**config.mk**
```make
export PLATFORM = sky130hd
export DESIGN_NAME = pc_branch_unit
export DESIGN_NICKNAME = d
export VERILOG_FILES = /design/src/rtl/pc_branch_unit_pkg.sv /design/src/rtl/pc_branch_unit_irq_sync_edge.sv /design/src/rtl/pc_branch_unit.sv
export SDC_FILE = /design/constraint.sdc
export NUM_CORES = 1
export LEC_CHECK = 0
export ABC_AREA = 1
export BUFFER_PORTS_ARGS = -buffer_cell sky130_fd_sc_hd__buf_4
export CELL_PAD_IN_SITES_DETAIL_PLACEMENT = 1
export CELL_PAD_IN_SITES_GLOBAL_PLACEMENT = 2
export CORE_ASPECT_RATIO = 1.4
export CORE_UTILIZATION = 26
export CTS_CLUSTER_SIZE = 16
export DETAILED_ROUTE_END_ITERATION = 10
export HOLD_SLACK_MARGIN = 0.12
export PLACE_DENSITY = 0.9
export SLEW_MARGIN = 10
export SYNTH_ARGS = -nofsm -noshare
export SYNTH_HDL_FRONTEND = slang
export SYNTH_SLANG_ARGS = --single-unit
```
**constraint.sdc**
```tcl
create_clock -name clk -period 3.3 [get_ports clk]
set_input_delay 0.165 -clock clk [delete_from_list [all_inputs] [get_ports clk]]
set_output_delay 0.165 -clock clk [all_outputs]
set_load 0.1 [all_outputs]
```
**src/rtl/pc_branch_unit_pkg.sv**
```systemverilog
// ---------------------------------------------------------------------------
// cpu_defs
// Shared definitions for the program-counter / branch-resolution stage.
//   - PC_SRC_* codes driven by the instruction decoder
//   - default reset / interrupt / exception vectors
//   - next-PC selection enum used to make the trap priority explicit
//   - target-address helper functions shared by the PC mux
// ---------------------------------------------------------------------------
package cpu_defs;

    // Decoded PC source codes. Any other 3-bit code behaves like SEQ.
    localparam logic [2:0] PC_SRC_SEQ    = 3'd0;
    localparam logic [2:0] PC_SRC_BRANCH = 3'd1;
    localparam logic [2:0] PC_SRC_JUMP   = 3'd2;
    localparam logic [2:0] PC_SRC_JR     = 3'd3;

    // Default vectors. All live in kernel space (bit 31 set).
    localparam logic [31:0] DEFAULT_RESET_PC = 32'h8000_0000;
    localparam logic [31:0] DEFAULT_IRQ_VEC  = 32'h8000_0004;
    localparam logic [31:0] DEFAULT_EXC_VEC  = 32'h8000_0008;

    // Which source feeds the PC register this cycle, in priority order.
    typedef enum logic [1:0] {
        SEL_HOLD   = 2'd0,
        SEL_EXC    = 2'd1,
        SEL_IRQ    = 2'd2,
        SEL_NORMAL = 2'd3
    } next_sel_e;

    // Word-offset branch target relative to the delay-free pc+4.
    // Bit 31 is taken from the current pc so a branch can never cross
    // between user and kernel space.
    function automatic logic [31:0] calc_branch_target(
        input logic [31:0] cur_pc,
        input logic [15:0] imm16
    );
        logic [31:0] offset;
        logic [31:0] target;
        offset = {{14{imm16[15]}}, imm16, 2'b00};
        target = cur_pc + 32'd4 + offset;
        target[31] = cur_pc[31];
        return target;
    endfunction

    // Region-relative jump: the top nibble of the current pc is kept.
    function automatic logic [31:0] calc_jump_target(
        input logic [31:0] cur_pc,
        input logic [25:0] jaddr
    );
        return {cur_pc[31:28], jaddr, 2'b00};
    endfunction

    // Register jump: kernel code may drop to user space, but user code
    // cannot raise bit 31 and so can never jump into kernel space.
    function automatic logic [31:0] calc_jr_target(
        input logic [31:0] cur_pc,
        input logic [31:0] jr_target
    );
        return {jr_target[31] & cur_pc[31], jr_target[30:0]};
    endfunction

endpackage

```
**src/rtl/pc_branch_unit_irq_sync_edge.sv**
```systemverilog
// ---------------------------------------------------------------------------
// irq_sync_edge
// Brings an asynchronous interrupt level into the clock domain through a
// SYNC_STAGES-deep flop chain, then produces a one-cycle pulse on each
// synchronised rising edge.
// Ports:
//   clk      in  1  system clock, rising edge
//   reset    in  1  asynchronous, active-high reset (clears chain and edge flop)
//   async_in in  1  asynchronous level input
//   rise     out 1  one-cycle pulse on a synchronised 0->1 transition
// ---------------------------------------------------------------------------
module irq_sync_edge #(
    parameter int SYNC_STAGES = 2
) (
    input  logic clk,
    input  logic reset,
    input  logic async_in,
    output logic rise
);

    logic [SYNC_STAGES-1:0] sync_chain;
    logic                   sync_d;

    // Metastability chain: bit 0 samples the raw input, the top bit is the
    // first one safe to use. The extra flop keeps last cycle's synchronised
    // value so a rising edge shows up as top-bit high while sync_d is low.
    always_ff @(posedge clk or posedge reset) begin
        if (reset) begin
            sync_chain <= '0;
            sync_d     <= 1'b0;
        end else begin
            sync_chain <= {sync_chain[SYNC_STAGES-2:0], async_in};
            sync_d     <= sync_chain[SYNC_STAGES-1];
        end
    end

    assign rise = sync_chain[SYNC_STAGES-1] & ~sync_d;

endmodule

```
**src/rtl/pc_branch_unit.sv**
```systemverilog
// ---------------------------------------------------------------------------
// pc_branch_unit
// Program-counter and branch-resolution stage behind the ALU compare units.
// Chooses the next PC from sequential / branch / jump / register-jump
// sources, and adds trap entry for an illegal opcode and an external,
// edge-latched interrupt. Supervisor mode is pc[31]; interrupts are masked
// while it is set.
// Ports:
//   clk        in  1   system clock, rising edge
//   reset      in  1   asynchronous, active-high reset
//   stall      in  1   hold pc this cycle, no trap is taken
//   pc_src     in  3   0=SEQ 1=BRANCH 2=JUMP 3=JR, others as SEQ
//   cmp_result in  1   ALU compare bit, selects branch target when set
//   imm16      in  16  signed branch offset in words
//   jaddr      in  26  J/JAL target field
//   jr_target  in  32  register value for JR/JALR
//   illop      in  1   current instruction is undefined
//   irq        in  1   external interrupt, asynchronous level
//   pc         out 32  current pc (registered)
//   pc_plus4   out 32  pc+4, link value for JAL/JALR
//   epc_we     out 1   write epc this cycle (a trap is being taken)
//   epc        out 32  return address for the trap handler
//   irq_pend   out 1   registered pending-interrupt flag
// ---------------------------------------------------------------------------
module pc_branch_unit
    import cpu_defs::*;
#(
    parameter logic [31:0] RESET_PC    = DEFAULT_RESET_PC,
    parameter logic [31:0] IRQ_VEC     = DEFAULT_IRQ_VEC,
    parameter logic [31:0] EXC_VEC     = DEFAULT_EXC_VEC,
    parameter int          SYNC_STAGES = 2
) (
    input  logic        clk,
    input  logic        reset,
    input  logic        stall,
    input  logic [2:0]  pc_src,
    input  logic        cmp_result,
    input  logic [15:0] imm16,
    input  logic [25:0] jaddr,
    input  logic [31:0] jr_target,
    input  logic        illop,
    input  logic        irq,
    output logic [31:0] pc,
    output logic [31:0] pc_plus4,
    output logic        epc_we,
    output logic [31:0] epc,
    output logic        irq_pend
);

    logic        irq_rise;
    next_sel_e   next_sel;
    logic [31:0] normal_pc;
    logic [31:0] next_pc;

    irq_sync_edge #(
        .SYNC_STAGES(SYNC_STAGES)
    ) u_irq_sync (
        .clk     (clk),
        .reset   (reset),
        .async_in(irq),
        .rise    (irq_rise)
    );

    assign pc_plus4 = pc + 32'd4;

    // Trap priority: a stall freezes everything, the illegal-op trap beats a
    // pending interrupt (which then stays pending), and interrupts are only
    // accepted from user mode.
    always_comb begin
        next_sel = SEL_NORMAL;
        if (stall) begin
            next_sel = SEL_HOLD;
        end else if (illop) begin
            next_sel = SEL_EXC;
        end else if (irq_pend && !pc[31]) begin
            next_sel = SEL_IRQ;
        end
    end

    // Ordinary control flow when no trap is taken. Unknown codes fall back
    // to sequential fetch.
    always_comb begin
        normal_pc = pc_plus4;
        case (pc_src)
            PC_SRC_BRANCH: normal_pc = cmp_result ? calc_branch_target(pc, imm16) : pc_plus4;
            PC_SRC_JUMP:   normal_pc = calc_jump_target(pc, jaddr);
            PC_SRC_JR:     normal_pc = calc_jr_target(pc, jr_target);
            default:       normal_pc = pc_plus4;
        endcase
    end

    always_comb begin
        next_pc = normal_pc;
        case (next_sel)
            SEL_HOLD: next_pc = pc;
            SEL_EXC:  next_pc = EXC_VEC;
            SEL_IRQ:  next_pc = IRQ_VEC;
            default:  next_pc = normal_pc;
        endcase
    end

    // An interrupt returns to the interrupted instruction so it re-executes;
    // an illegal op returns past the faulting instruction. While reset is
    // held no trap can be reported.
    assign epc_we = ~reset & ((next_sel == SEL_EXC) | (next_sel == SEL_IRQ));
    assign epc    = (next_sel == SEL_IRQ) ? pc : pc_plus4;

    // PC register and pending latch. A fresh edge arriving in the same cycle
    // the interrupt is taken must not be lost, so set wins over clear.
    always_ff @(posedge clk or posedge reset) begin
        if (reset) begin
            pc       <= RESET_PC;
            irq_pend <= 1'b0;
        end else begin
            pc       <= next_pc;
            irq_pend <= irq_rise | (irq_pend & (next_sel != SEL_IRQ));
        end
    end

endmodule

```
==> Word-level counts from Yosys, hierarchy flattened <==
Index checks and enable logic that the tools add are counted.
{ "word_totals": {"ff_bits": 36, "latchBits": 0, "ram_bits": 0, "rom_bits": 0, "input_bits": 83, "wordCells": 37, "mem_count": 0} }
{ "op_classes": {"n_addsub": 2, "multipliers": 0, "div": 0, "order_cmp": 0, "n_eq_ne": 8, "n_shift": 0, "muxes": 7, "bitwise": 9, "n_reduce_logical": 5} }
{ "ops": {"columns": ["cell", "count"], "rows": [
  ["32-bit case mux with 3 select lines", 2],
  ["32-bit 2-to-1 mux", 2],
  ["32-bit by 3-bit adder with 32-bit output (second input constant)", 1],
  ["31-bit adder", 1],
  ["3-bit by 2-bit == test with 1-bit output (second input constant)", 2],
  ["1-bit AND", 4],
  ["2-bit 2-to-1 mux", 2],
  ["4-bit inequality test (second input constant)", 1],
  ["3-bit by 1-bit == test with 1-bit output (second input constant)", 1],
  ["3-bit inequality test (second input constant)", 1],
  ["1-bit NOT", 3],
  ["3-bit AND reduction", 1],
  ["2-bit by 1-bit == test with 1-bit output (second input constant)", 1],
  ["2-bit == test (second input constant)", 1],
  ["2-bit logical NOT", 1],
  ["2-bit inequality test (second input constant)", 1],
  ["1-bit bitwise OR", 2],
  ["2-bit AND reduction", 1],
  ["1-bit logical AND", 1],
  ["1-bit logical NOT", 1],
  ["1-bit 2-to-1 mux", 1]
]} }

==> Longest topological paths before layout <==
Gate-level depths: netlist (run 1).
{ "logic_depth": {"depth_word": 8, "mapped_depth": 24} }

==> Cells and area by module <==
Synthesis (run 1) repeated with hierarchy kept, for this count alone.
{ "hier_totals": {"hier_cells": 904, "area_unflattened_um2": 5348.9} }
{ "by_module_without_submodules": {"columns": ["mod", "instances", "cells_each", "area_per_inst_um2"], "rows": [
  ["pc_branch_unit", 1, 898, 5260.0],
  ["irq_sync_edge", 1, 6, 88.8]
]} }

==> Worst setup path before layout (run 1) <==
Ideal clock, no wire load.
{ "synth_timing": {"path_kind": "register to output", "from": "register pc[2]", "to": "output epc[31]", "arrival_ns": 5.540, "path_slack_ns": -2.405, "stages_incl_launch_ff": 11, "n_path_buf": 0, "path_cell_list": "dfrtp_1 -> inv_1 -> nor3_4 -> nand2_2 -> nor2_4 -> inv_2 -> nor2_4 -> nand2_1 -> xor2_1 -> inv_1 -> nor2_1"} }
{ "synth_via": {"elab_chain_len": 2} }
{ "synth_rtl": {"columns": ["item", "line", "source"], "rows": [
  ["start, declared", "pc_branch_unit.sv:43", "output logic [31:0] pc,"],
  ["start signal, assigned", "pc_branch_unit.sv:115", "pc <= next_pc;"],
  ["32-bit by 3-bit adder with 32-bit output", null, null],
  ["net pc_plus4[31]", "pc_branch_unit.sv:44", "output logic [31:0] pc_plus4,"],
  ["32-bit 2-to-1 mux", "pc_branch_unit.sv:106", "assign epc = (next_sel == SEL_IRQ) ? pc : pc_plus4;"],
  ["end, declared", "pc_branch_unit.sv:46", "output logic [31:0] epc,"]
]} }
The timed path passes the listed nets, and every way through them passes these cells.

==> Worst setup path in the final report (run 1) <==
{ "layout_timing": {"from": "register pc[7]", "to": "register pc[26]"} }
{ "layout_via": {"elab_chain_len": 5} }
{ "layout_rtl": {"columns": ["item", "line", "source"], "rows": [
  ["32-bit by 3-bit adder with 32-bit output *", "pc_branch_unit_pkg.sv:40", "target = cur_pc + 32'd4 + offset;"],
  ["31-bit adder", "pc_branch_unit_pkg.sv:40", null],
  ["32-bit 2-to-1 mux", "pc_branch_unit.sv:85", "PC_SRC_BRANCH: normal_pc = cmp_result ? calc_branch_target(pc, imm16) : pc_plus4;"],
  ["32-bit case mux with 3 select lines *", "pc_branch_unit.sv:84", "case (pc_src)"],
  ["32-bit case mux with 3 select lines *", "pc_branch_unit.sv:94", "case (next_sel)"]
]} }
Every way passes the cells marked *; elsewhere a longest branch is shown, timed or not. The select of a mux whose other input is x is not followed.
A chain may end at the register's enable or synchronous reset.

==> results of run 1 <==
## worst max-delay path, cell delays in order (launching register included)
cell and delay (ns):
dfrtp_2 0.44, clkinvlp_4 0.19, nor4_4 0.34, buf_4 0.20, nand2_4 0.05, nor2_4 0.23
xor2_4 0.33, ha_4 0.28, nand2_4 0.07, nand2_4 0.07, a21oi_4 0.17, inv_2 0.05
a21oi_2 0.14, nand2_2 0.09, nand2_2 0.09, nand2_1 0.06, nand2_1 0.06, nand3_1 0.08
nand3_1 0.09, nand2_1 0.08, nand2_1 0.08
## cell usage in the layout, fill, tap and decap left out, types with 4 or more instances in the layout
cell type     n
inv_1       116
nand3_1      64
nor2_2       19
xnor2_1       6
nand2_4      11
buf_4       300
nand2_1     258
clkinvlp_4   10
nor2_4       16
xor2_4        8
nand3_4       4
o21ai_0      16
buf_6         5
nand3_2       6
o21ai_2      20
a22oi_1      22
inv_2        11
ha_1          9
o21ai_1      37
o22ai_1       8
clkbuf_16     5
nor3_1        4
a21oi_4       5
xor2_2        4
dfrtp_1      23
dfrtp_2      10
nor2_1       44
o211ai_1      4
nand2_2      41
nand3b_1      4
a21oi_1      26
nand4_1       8
ha_4         23
a21oi_2      13
## layer usage
layer / up-vias / track usage / routed length [microns]
met5: - / 0 / 0
met1: 3638 / 0.327 / 12200
li1: 3576 / - / -
met2: 227 / 0.497 / 15700
met4: 0 / 0.116 / 1420
met3: 79 / 0.0185 / 985
## flip-flops by register name (all words and copies together), names as in the netlist
| name | cells |
|---|---|
| irq_pend | 1 |
| pc | 32 |
| u_irq_sync.sync_chain | 2 |
| u_irq_sync.sync_d | 1 |
## cell families after synthesis
| family | Yosys count | share of synthesized area |
|---|---|---|
| flops | 36 | 0.168 |
| simple gates | 500 | 0.403 |
| xor+xnor | 21 | 0.0398 |
| compound gates | 167 | 0.181 |
| fa+ha+maj | 35 | 0.0828 |
| buf+inv | 161 | 0.126 |
## cell type report
class,instances,area (sq um)
clock buffers,5,125
clock inverters,3,23.8
fillers,2594,10900
inverters,139,557
multi-input cells,723,4890
flip-flops and latches,36,922
well taps,252,315
repair buffers,308,2350
## report_power, final
group          switching (W)  internal, W
registers          0.0000585     0.000494
logic                0.00208     0.000834
clock network       0.000222     0.000282
total                0.00236      0.00161
## metrics by stage
stage          instances  area (sq um)
2_1_floorplan        920          5800
3_3_place_gp        1441          8150
3_5_place_dp        1441          8150
4_1_cts             1451          8330
5_1_grt             1466          9190
6_report            1466          9190
## worst max-delay path by stage
stage	startpoint	endpoint	slack [ns]	cells after the start
finish	pc[7]$_DFFE_PP0P_	pc[26]$_DFFE_PP0P_	0.03	20
global route	pc[7]$_DFFE_PP0P_	pc[16]$_DFFE_PP0P_	-0.12	17
CTS	pc[3]$_DFFE_PP0P_	pc[19]$_DFFE_PP0P_	0.01	18
detailed placement	pc[2]$_DFFE_PP0P_	pc[17]$_DFFE_PP0P_	-0.07	16
global placement	pc[2]$_DFFE_PP0P_	pc[24]$_DFFE_PP0P_	-0.04	19
floorplan	pc[2]$_DFFE_PP0P_	pc[30]$_DFFE_PP0P_	-0.64	21
## what timing repair did
item                                    in CTS  in global routing
pin swaps                                    0                 57
endpoints found under the hold margin       36                  0
endpoints found under the setup margin       8                 23
resized for setup                            6                175
buffers inserted                             0                 15
hold buffers                                 2                  0
==> metrics.txt, run 1 <==
status complete, no violations; diode count 0; FF-to-FF path depth 20; first-pass GRT wire length 42.5 mm; slew margin rel. 0.119; Reg clk slew, reported paths 0.07 ns; Fin Hold WS 0.150 ns; worst slack, placed -0.0729 ns; Seq/Total Area, Yosys 0.168; Critical Path AT around 3.5 ns; Max FO, Critical Path 5; hold path startpoint jr_target[0]; area of the mapped netlist 0.00538 sq mm; Area Overhead vs Synth 70.7%; CTS root buf clkbuf_16; Hold/Removal Path Class in -> reg; pwr dens 432 mW/mm^2; hold endpoint pc[0]$_DFFE_PP0P_; port bufs 180; Post-synth EDFFs 0; gpl congestion 0.914; Crit. End Element flop; I/O pin cnt 181; CTS tree built; Synth area leader nand2_1; Seq cells post-synth 36; post-route setup slack 0.0292 ns; Inserted Clock Buffers 5; clock sinks 36; total chip power 0.00397 W; drt via density 5.13; worst slew pin tran around 1.3 ns; critical path required time 3.53 ns; LEAKAGE 4.54 nW; CP Class reg -> reg; crit path time final 3.27 ns; layout cell share with drive strength beyond 1 0.446; Setup TNS 0 ns; Most used DFF post-synth dfrtp_1; Initial Utilization 0.268; commonest cells in the netlist nand2_1, inv_1, nand3_1, nor2_1, o21ai_0; r2r setup slk 0.03 ns; top cells by area, synth nand2_1, dfrtp_1, inv_1, ha_1, nand3_1; unique cell type count in the Yosys netlist ~50; Placeable Area 0.0201 sq mm; fin util 0.458; Critical Path Source Type flop; max_cap viols 0; share of the synthesized area in the top cell type 0.211; Reg2Reg Capture Point pc[26]$_DFFE_PP0P_; dpl hpwl 24.4 mm; final antenna-violating net count 0; post-synthesis net count 1038; total track usage 0.274; DRT Wirelength 30.3 mm; RSZ-0062 raised after global routing yes; Die Ht 172 microns; wire length per cell 20.7 microns; worst skew pair latency 0.29 ns; antenna violations before repair 0; final slew viol count 0; Post-route DRC 0; Post-Synthesis Cells between 900 and 1k; post-synthesis async set-or-reset flop share 1.00; Die Footprint 0.0213 sq mm; Layout Nets 1331; DR iter-0 viols 400; die width 124 microns; f_max 306 MHz; Critical R2R Launch pc[7]$_DFFE_PP0P_; most common cell in the netlist nand2_1; largest net degree at the start of global routing 37; via count 7520; Synth Warn # 0; Hold Fails Final Rpt 0; Tcrit/Tclk final 0.991; FP Rows 61; DRT Pass-1 Iters 5; H-tree lvl count 2; setup violators final 0; syn avg cell area 5.85 sq um; GRT Residual Overflow 0; maximum VDD drop 0.273 mV; Clock Skews 0.00870 ns; Hold Path Stages 3; number of global-route vias before repair 7600; Max clock buf depth 2
Note: power is estimated with default switching activity, not from simulation.
==> inputs of run 2 (changes only) <==
--- a/config.mk
+++ b/config.mk
@@ -6,13 +6,13 @@
 export NUM_CORES = 1
 export LEC_CHECK = 0
 export ABC_AREA = 1
-export BUFFER_PORTS_ARGS = -buffer_cell sky130_fd_sc_hd__buf_4
 export CELL_PAD_IN_SITES_DETAIL_PLACEMENT = 1
 export CELL_PAD_IN_SITES_GLOBAL_PLACEMENT = 2
 export CORE_ASPECT_RATIO = 1.4
-export CORE_UTILIZATION = 26
+export CORE_UTILIZATION = 33
 export CTS_CLUSTER_SIZE = 16
 export DETAILED_ROUTE_END_ITERATION = 10
+export DONT_BUFFER_PORTS = 1
 export HOLD_SLACK_MARGIN = 0.12
 export PLACE_DENSITY = 0.9
 export SLEW_MARGIN = 10
==> metrics.txt, run 2 (synthesis results as in run 1) <==
dpl hpwl 22.4 mm (was 24.4 mm); post-route cell area 0.00874 sq mm (was 0.00919 sq mm); Area Overhead vs Synth 62.4% (was 70.7%); Critical R2R Launch pc[2]$_DFFE_PP0P_ (was pc[7]$_DFFE_PP0P_); Inserted Clock Buffers 5 (unchanged); LEAKAGE 4.18 nW (was 4.54 nW); grt met2 use 0.583 (was 0.497); Clock Skews 0.0101 ns (was 0.00870 ns); Layout Nets 1231 (was 1331); final antenna-violating net count 0 (unchanged); critical path required time 3.48 ns (was 3.53 ns); Die Ht 153 microns (was 172 microns); post-route setup slack -0.177 ns (was 0.0292 ns); Initial Utilization 0.342 (was 0.268); antenna violations before repair 1 (was 0); f_max 288 MHz (was 306 MHz); commonest cells after routing, fill and taps aside nand2_1, buf_4, inv_1 (was buf_4, nand2_1, inv_1); Crit path buffers/inverters 4 (was 3); total track usage 0.336 (was 0.274); Largest register FFs 32 (unchanged); commonest non-fill, non-tap cell in the layout nand2_1 (was buf_4); FF-to-FF path depth 24 (was 20); CP Class reg -> reg (unchanged); Crit. End Element flop (unchanged); crit path time final 3.48 ns (was 3.27 ns); Top reg by flops pc (unchanged); drt via density 5.76 (was 5.13); H-tree lvl count 2 (unchanged); via count 7555 (was 7520); multi-input combinational cell area 0.00491 sq mm (was 0.00489 sq mm); clock power share 0.142 (was 0.127); clock sinks 36 (unchanged); DRT Wirelength 31.0 mm (was 30.3 mm); I/O pin cnt 181 (unchanged); Tcrit/Tclk final 1.05 (was 0.991); Placed Instance Area 0.00757 sq mm (was 0.00815 sq mm); Sequential Area 925 sq um (was 922 sq um); Reg2Reg Capture Point pc[30]$_DFFE_PP0P_ (was pc[26]$_DFFE_PP0P_); maximum VDD drop 0.442 mV (was 0.273 mV); Max FO, Critical Path 5 (unchanged); gpl congestion 0.975 (was 0.914); Hold Fails Final Rpt 0 (unchanged); worst slack, placed -0.246 ns (was -0.0729 ns); RSZ-0062 raised after global routing yes (unchanged); hold path startpoint stall (was jr_target[0]); die width 110 microns (was 124 microns); FP Rows 54 (was 61); slew margin rel. 0.337 (was 0.119); Reg clk slew, reported paths 0.07 ns (about the same); cell mode on critical path nand2_1 (unchanged); DRT Pass-1 Iters 5 (unchanged); DR iter-0 viols 465 (was 400); Critical Path AT 3.66 ns (was 3.50 ns); wire length per cell 23.7 microns (was 20.7 microns); final slew viol count 0 (unchanged); sequential fraction of design power 0.137 (was 0.139); first-pass GRT wire length 42.2 mm (was 42.5 mm); max_cap viols 0 (unchanged); Die Footprint 0.0168 sq mm (was 0.0213 sq mm); CTS root buf clkbuf_16 (unchanged); crit path cell chain ha_4 > nand3_2 > nor3_4 > buf_4 > nand4_1 > xor2_2 > buf_6 > clkinvlp_4 > ha_4 > nand2_2 > inv_1 > nand2_4 > nand2_2 > nand2_1 > nand2_1 > nand2_1 > nand2_1 > nor2_1 > nand2_1 > nand3_1 > nand2_1 > nand2_1 > nand2_1 > nand2_1 (was clkinvlp_4 > nor4_4 > buf_4 > nand2_4 > nor2_4 > xor2_4 > ha_4 > nand2_4 > nand2_4 > a21oi_4 > inv_2 > a21oi_2 > nand2_2 > nand2_2 > nand2_1 > nand2_1 > nand3_1 > nand3_1 > nand2_1 > nand2_1); GRT Residual Overflow 0 (unchanged); r2r setup slk -0.18 ns (was 0.03 ns); GR peak layer met2 (unchanged); P_int 0.00168 W (was 0.00161 W); pwr dens 464 mW/mm^2 (was 432 mW/mm^2); setup violators final 11 (was 0); Critical Path Source Type flop (unchanged); hold endpoint pc[31]$_DFFE_PP1P_ (was pc[0]$_DFFE_PP0P_); largest net degree at the start of global routing 29 (was 37); Hold Path Stages 3 (unchanged); fin util 0.555 (was 0.458); Psw 0.00237 W (was 0.00236 W); grt met1 use 0.388 (was 0.327); worst skew pair latency 0.29 ns (about the same); violated checks setup timing; total chip power 0.00405 W (was 0.00397 W); layout cell share with drive strength beyond 1 0.410 (was 0.446); Switching Share 0.586 (was 0.594); worst slew pin tran 0.994 ns (was 1.31 ns); Comb pwr share 0.720 (was 0.734); Post-route DRC 0 (unchanged); Hold/Removal Path Class in -> reg (unchanged); port bufs 0 (was 180); crit-path max cell delay 0.44 ns (about the same); Max clock buf depth 2 (unchanged); fillers 2031 (was 2594); Placeable Area 0.0157 sq mm (was 0.0201 sq mm); slowest CP cell dfrtp_4 (was dfrtp_2); number of global-route vias before repair 7581 (was 7600); family with the most delay on the worst path simple AND/OR/NAND/NOR gates (unchanged); status complete, but fails checks (was complete, no violations); CTS tree built (unchanged); biggest regs pc: 32 flops, u_irq_sync.sync_chain: 2 flops (unchanged); met3 global-route usage 0.0461 (was 0.0185)
## run 2: cell count changes in the layout (fill, tap and decap cells not counted), sizes merged
cell         delta
clkinvlp        -2
buf           -105
diode           +1
inv             +2
clkinv          -1
bufinv          +1
dlygate4sd3     +5
## run 2: layout make-up
| cell class | count | area share |
|---|---|---|
| sequential | 36 | 0.106 |
| timing repair buffer | 208 | 0.221 |
| antenna | 1 | 0.000286 |
| inverter | 139 | 0.0627 |
| tap | 196 | 0.0281 |
| multi-input combinational | 723 | 0.562 |
| clock inverter | 3 | 0.00530 |
| clock buffer | 5 | 0.0143 |
## run 2: per-stage QoR
step	TNS, ns	hold slack [ns]	instances
2_1_floorplan	-15.93	0.196	920
3_3_place_gp	-0.179	0.196	1263
3_5_place_dp	-0.672	0.196	1263
4_1_cts	-0.000211	0.125	1283
5_1_grt	-3.11	0.147	1311
6_report	-0.822	0.117	1311
## run 2: power groups by stage
stage / logic [W] / clock network (W) / registers (W)
2_1_floorplan: 0.00152 / 0 / 0.000875
3_3_place_gp: 0.00257 / 0 / 0.000549
3_5_place_dp: 0.00260 / 0 / 0.000554
4_1_cts: 0.00264 / 0.000574 / 0.000547
5_1_grt: 0.00301 / 0.000596 / 0.000559
6_report: 0.00292 / 0.000577 / 0.000556
## run 2: timing repair
action / in CTS / in global routing
gates resized for setup: 19 / 148
hold buffers: 7 / 0
endpoints found under the setup margin: 18 / 24
pin swaps: 6 / 56
endpoints found under the hold margin: 30 / 0
buffers inserted: 5 / 28
## run 2: layer usage
metal | share of wire | routed length, microns
met1 | 0.36 | 11300
met2 | 0.50 | 15400
met3 | 0.071 | 2210
met4 | 0.070 | 2160
met5 | 0 | 0
## run 2: worst max path at each step
stage,startpoint,to,slack [ns],depth (start not counted)
after floorplan,pc[2]$_DFFE_PP0P_,pc[30]$_DFFE_PP0P_,-0.64,21
after detailed placement,pc[2]$_DFFE_PP0P_,pc[24]$_DFFE_PP0P_,-0.25,21
after global placement,pc[2]$_DFFE_PP0P_,pc[24]$_DFFE_PP0P_,-0.18,21
after CTS,pc[3]$_DFFE_PP0P_,pc[24]$_DFFE_PP0P_,-0.0002,21
final,pc[2]$_DFFE_PP0P_,pc[30]$_DFFE_PP0P_,-0.18,24
after global routing,pc[2]$_DFFE_PP0P_,pc[30]$_DFFE_PP0P_,-0.32,24
## run 2: worst register-to-register path, delay by kind of cell, from the launching register on
family / cells / cell delay, ns
xor+xnor: 1 / 0.34
fa+ha+maj: 2 / 0.49
buf+inv: 4 / 0.51
flops: 1 / 0.44
simple gates: 17 / 1.59
